### config.mk
export PLATFORM = sky130hd
export DESIGN_NAME = mod_sampler
export DESIGN_NICKNAME = d
export VERILOG_FILES = /design/src/rtl/mod_sampler.sv
export SDC_FILE = /design/constraint.sdc
export NUM_CORES = 1
export LEC_CHECK = 0
export CORE_AREA = 2 2 119 121
export DETAILED_ROUTE_END_ITERATION = 8
export DIE_AREA = 0 0 121 123
export PLACE_DENSITY = 0.85
export SKIP_LAST_GASP = 1
export SYNTH_ARGS = -nofsm -noshare
export SYNTH_HDL_FRONTEND = slang
export SYNTH_SLANG_ARGS = --single-unit
### constraint.sdc
create_clock -name CLK -period 7.5 [get_ports CLK]
set_input_delay 1.125 -clock CLK [delete_from_list [all_inputs] [get_ports CLK]]
set_output_delay 1.125 -clock CLK [all_outputs]
set_load 0.05 [all_outputs]
### src/rtl/mod_sampler.sv
// mod_sampler: modulation sample-index generator with finite/infinite repeat
// and double-buffered segment swap. Optional debug port DBG_LOOP_CNT is
// enabled by defining MOD_SAMPLER_LOOP_CNT_EN.
module mod_sampler #(
    parameter int unsigned IdxWidth = 15,
    parameter int unsigned DivWidth = 16,
    parameter int unsigned RepWidth = 16
) (
    input  logic                CLK,
    input  logic                RST_N,
    input  logic                TICK,
    input  logic                SET,
    input  logic                REQ_RD_SEGMENT,
    input  logic [IdxWidth-1:0] CYCLE0,
    input  logic [IdxWidth-1:0] CYCLE1,
    input  logic [DivWidth-1:0] FREQ_DIV0,
    input  logic [DivWidth-1:0] FREQ_DIV1,
    input  logic [RepWidth-1:0] REP0,
    input  logic [RepWidth-1:0] REP1,
`ifdef MOD_SAMPLER_LOOP_CNT_EN
    output logic [RepWidth-1:0] DBG_LOOP_CNT,
`endif
    output logic [IdxWidth-1:0] IDX,
    output logic                SEGMENT,
    output logic                STOP,
    output logic                SWAP_PENDING
);

    typedef enum logic {
        RUN     = 1'b0,
        STOPPED = 1'b1
    } state_t;

    state_t              state;
    logic [IdxWidth-1:0] cyc_sh0, cyc_sh1;
    logic [DivWidth-1:0] div_sh0, div_sh1;
    logic [RepWidth-1:0] rep_sh0, rep_sh1;
    logic [DivWidth-1:0] div_cnt;
    logic [RepWidth-1:0] loop_cnt;

    logic [IdxWidth-1:0] cyc_act;
    logic [DivWidth-1:0] div_act;
    logic [RepWidth-1:0] rep_act;
    logic [DivWidth-1:0] div_lim;
    logic                rep_inf;
    logic                req_rep_inf;
    logic                req_other;
    logic                imm_swap;

    // Active-segment shadow selection and swap qualification
    always_comb begin
        cyc_act     = SEGMENT ? cyc_sh1 : cyc_sh0;
        div_act     = SEGMENT ? div_sh1 : div_sh0;
        rep_act     = SEGMENT ? rep_sh1 : rep_sh0;
        div_lim     = (div_act == '0) ? '0 : DivWidth'(div_act - DivWidth'(1));
        rep_inf     = &rep_act;
        req_rep_inf = REQ_RD_SEGMENT ? (&REP1) : (&REP0);
        req_other   = (REQ_RD_SEGMENT != SEGMENT);
        imm_swap    = SET && req_other && (req_rep_inf || (state == STOPPED));
    end

    // Shadow registers, divider, index stepping, repeat and swap control
    always_ff @(posedge CLK) begin
        if (!RST_N) begin
            state        <= RUN;
            IDX          <= '0;
            SEGMENT      <= 1'b0;
            STOP         <= 1'b0;
            SWAP_PENDING <= 1'b0;
            div_cnt      <= '0;
            loop_cnt     <= '0;
            cyc_sh0      <= '0;
            cyc_sh1      <= '0;
            div_sh0      <= DivWidth'(1);
            div_sh1      <= DivWidth'(1);
            rep_sh0      <= '1;
            rep_sh1      <= '1;
        end else begin
            if (SET) begin
                cyc_sh0 <= CYCLE0;
                cyc_sh1 <= CYCLE1;
                div_sh0 <= FREQ_DIV0;
                div_sh1 <= FREQ_DIV1;
                rep_sh0 <= REP0;
                rep_sh1 <= REP1;
            end

            if (imm_swap) begin
                // Immediate swap wins over any TICK in the same cycle
                state        <= RUN;
                SEGMENT      <= ~SEGMENT;
                IDX          <= '0;
                div_cnt      <= '0;
                loop_cnt     <= '0;
                STOP         <= 1'b0;
                SWAP_PENDING <= 1'b0;
            end else begin
                if ((state == RUN) && TICK) begin
                    if (div_cnt >= div_lim) begin
                        div_cnt <= '0;
                        if (IDX >= cyc_act) begin
                            if (SWAP_PENDING) begin
                                SEGMENT      <= ~SEGMENT;
                                IDX          <= '0;
                                loop_cnt     <= '0;
                                SWAP_PENDING <= 1'b0;
                            end else if (!rep_inf && (loop_cnt == rep_act)) begin
                                state <= STOPPED;
                                STOP  <= 1'b1;
                            end else begin
                                IDX <= '0;
                                if (!(&loop_cnt)) begin
                                    loop_cnt <= RepWidth'(loop_cnt + RepWidth'(1));
                                end
                            end
                        end else begin
                            IDX <= IdxWidth'(IDX + IdxWidth'(1));
                        end
                    end else begin
                        div_cnt <= DivWidth'(div_cnt + DivWidth'(1));
                    end
                end
                // Latest SET decides the pending request (same segment cancels)
                if (SET) begin
                    SWAP_PENDING <= req_other;
                end
            end
        end
    end

`ifdef MOD_SAMPLER_LOOP_CNT_EN
    // Debug view of the completed-loop counter
    always_comb DBG_LOOP_CNT = loop_cnt;
`endif

endmodule

==> metrics.md <==
| Metric | Value |
|---|---|
| Hold EP | `div_sh0[13]` |
| Slew headroom | `17.8%` |
| Max-cap violation count | `0` |
| Setup Fix Bufs, Post-CTS | `0` |
| Top layer in use | `met4` |
| Clk slew on worst S/H paths | `approximately 0.060 ns` |
| Syn avg cell area | `9.08 um^2` |
| Fillers | `990` |
| Core ar. | `13600 um^2` |
| Input/output buffers | `116` |
| Vias | `between 6000 and 7000` |
| Initial Util | `58.0%` |
| Post-synth top area cell | `dfxtp_1` |
| Status | `finished, final reports clean` |
| Die span in y | `123 um` |
| TritonCTS clock tree | `done` |
| Critical path required time | `roughly 7.8 ns` |
| Final Wtd Congestion | `0.891` |
| Max Clock Freq | `0.178 GHz` |
| WP data arrival | `5.92 ns` |
| Most used DFF post-synth | `dfxtp_1` |
| Initial antenna violation count | `0` |
| Final Hold Fails | `0` |
| PnR Total Power | `between 1500 and 2000 uW` |
| Syn Inst Count | `869` |
| Clock power frac | `43.4%` |
| RSZ-0062 raised after global routing | `no` |
| Placed Cells | `1117` |
| N_diodes | `0` |
| Commonest non-fill, non-tap cells in the layout | `143 x dfxtp_1, 139 x mux2i_1, 115 x clkdlybuf4s50_1` |
| Post-route ant nets | `0` |
| Final Cycle Share | `74.8%` |
| Mapped Area | `a little under 8000 um^2` |
| Clk root buf | `clkbuf_16` |
| Synth warnings | `0` |
| Least-Margin Pin Slew | `1.23 ns` |
| Critical path class | `flip-flop to flip-flop` |
| Cell row count | `43` |
| I/O Pins | `117` |
| Total CTS buffers | `17` |
| Power share of the sequential group | `42.5%` |
| Layout cells sized above 1 | `6.09%` |
| Hold Crit Start | `div_sh0[13]` |
| Most common cell after layout, fill and taps aside | `dfxtp_1` |
| Synth top area share | `36.5%` |
| Top cells by area, synth | `dfxtp_1 37%, mux2i_1 18%, ha_1 5.7%` |
| Pre-antenna DRT Iters | `7` |
| First-pass GRT wire length | `32100 um` |
| Final HPWL DP | `13700 um` |
| Clock Tree Buf Depth | `2` |
| M1 WL | `8680 um` |
| Fin area | `9650 um^2` |
| Worst vdd ir | `161 uV` |
| Detail Route met3 WL | `1210 um` |
| Post-Layout Cell Count | `1149` |
| CTS sink cnt | `around 140` |
| Die X-Extent | `121 um` |
| Distinct cells, synth | `70` |
| DR WL met2 | `9510 um` |
| WHS Path Cells | `2` |
| Worst r2r dst | `loop_cnt[8]` |
| Pint | `1450 uW` |
| Number of synthesized flops with an enable pin | `0` |
| TNS Setup | `0 ns` |
| Sequential share of the synthesized area | `a little over a third` |
| R2r startpoint | `SEGMENT` |
| Async SR Flop Fraction | `0%` |
| Full die area | `14900 um^2` |
| Total Routing Usage GR | `27.1%` |
| Crit start category | `flip-flop` |
| Endpoint class of the critical path | `flip-flop` |
| Via-to-Cell Ratio | `between 5 and 6` |
| Pwr/cell area | `203 nW/um^2` |
| Syn Nets | `1004` |
| Clk Latency, worst-skew pair | `0.43 ns` |
| Number of global-route vias before repair | `6539` |
| Placement Cell Area | `between 9000 and 10000 um^2` |
| Routed WL per cell | `between 15 and 20 um` |
| Nets | `1091` |
| Switch Pwr | `507 uW` |
| Pin count of the biggest net entering global routing | `67` |
| Fin crit period | `between 5 and 6 ns` |
| FF-to-FF setup slack | `~1.9 ns` |
| Sw frac | `25.9%` |
| WL final | `19800 um` |
| DRC violations left | `0` |
| Clock Skew | `0.00797 ns` |
| R2r worst-path depth | `14` |
| Min-Delay Path Class | `flip-flop to flip-flop` |
| Initial DRC Count | `493` |
| Area grow syn2layout | `22.3%` |
| Grt total ovfl | `0` |
| Leak | `around 0.0038 uW` |
| Synth Register Bits | `144` |
| Htree depth | `4` |
| Post-CTS sizing | `0` |
| # setup viols final | `0` |
| Max-slew violations | `0` |
| Logic gate share of total power | `~14%` |
| CP max FO | `66` |
| # hold bufs at CTS | `0` |
[power groups by stage]
stage	registers (uW)	logic (uW)	clock network (uW)
6_report	834	275	852
5_1_grt	838	303	896
4_1_cts	833	275	858
3_5_place_dp	849	269	0
3_3_place_gp	848	263	0
2_1_floorplan	842	174	0
[metrics by stage]
| step | setup WS, ns | util (%) | hold WS, ns |
|---|---|---|---|
| after floorplan | 2.50 | - | 0.454 |
| after CTS | 2.00 | 70.9 | 0.497 |
| final | 1.89 | 70.9 | 0.493 |
| after detailed placement | 2.04 | 66.5 | 0.484 |
| after global routing | 1.54 | 70.9 | 0.509 |
| after global placement | 2.20 | 66.5 | 0.471 |
[how the worst max path moves through the flow]
| stage | start | to | slack [ns] | depth (start not counted) |
|---|---|---|---|---|
| 5_1_grt | SEGMENT | loop_cnt[11] | 1.54 | 14 |
| 2_1_floorplan | SEGMENT | loop_cnt[13] | 2.50 | 21 |
| 3_3_place_gp | SEGMENT | loop_cnt[10] | 2.20 | 14 |
| 3_5_place_dp | SEGMENT | loop_cnt[8] | 2.04 | 14 |
| 6_report | SEGMENT | loop_cnt[8] | 1.89 | 14 |
| 4_1_cts | SEGMENT | loop_cnt[8] | 2.00 | 14 |
[cells in the mapped netlist (3+ instances only)]
library cell	count
and2_1	4
nand2_1	88
nand3_1	29
o41ai_2	4
a21oi_1	20
inv_1	8
and3_1	16
a31oi_1	5
clkbuf_1	30
o21ai_1	9
mux2i_4	3
o211ai_1	4
or3_1	7
nand2b_1	6
buf_6	7
xor2_1	19
nand4_1	18
o211a_1	3
o311ai_0	5
o21a_1	5
nor2_1	112
or4_1	4
ha_1	36
nand4b_1	3
o2bb2ai_1	3
and4_1	3
o41ai_1	4
nor3_1	14
mux2i_1	139
dfxtp_1	144
buf_2	6
o21ai_0	14
nor4_1	8
a211oi_1	4
nand3b_1	5
xnor2_1	25
o311ai_1	8
buf_1	8
[registers in the layout (all words and copies together), names as in the netlist]
signal / count
div_sh1: 16
cyc_sh0: 15
rep_sh1: 16
SWAP_PENDING: 1
div_cnt: 16
loop_cnt: 16
state: 1
div_sh0: 16
cyc_sh1: 15
rep_sh0: 16
IDX: 15
SEGMENT: 1
[area by class of cell]
| type | instances | area [um^2] | area share (%) |
|---|---|---|---|
| multi-input combinational | 663 | 4710 | 48.8 |
| sequential | 144 | 2890 | 29.9 |
| timing repair buffer | 121 | 1200 | 12.4 |
| clock buffer | 20 | 467 | 4.84 |
| tap | 180 | 225 | 2.33 |
| clock inverter | 12 | 130 | 1.35 |
| inverter | 9 | 33.8 | 0.350 |
[critical path, cell delays in order, from the launching register on]
cell and delay (ns):
dfxtp_4 1.03, inv_2 0.18, nor3_1 0.34, o211a_1 0.23
nand2_1 0.11, or4_1 0.80, o21ai_1 0.18, ha_1 0.16
nand4_1 0.13, or3_1 0.42, a2111oi_2 0.29, o41a_2 0.33
o311ai_4 0.34, or3_4 0.54, o41ai_1 0.36
[cell families after synthesis]
kind of cell    synth area share [%]
simple gates                    20.0
mux                             18.8
flops                           36.5
compound gates                  10.4
buf+inv                         3.77
xor+xnor                        4.88
fa+ha+maj                       5.71
[layer usage]
layer  GRT usage, %  up-vias
met3           5.26       40
met4           9.52        0
li1               -     3306
met2           44.9      243
met1           35.3     3231
met5              0        -
No activity file was read; power rests on OpenSTA's default activity.
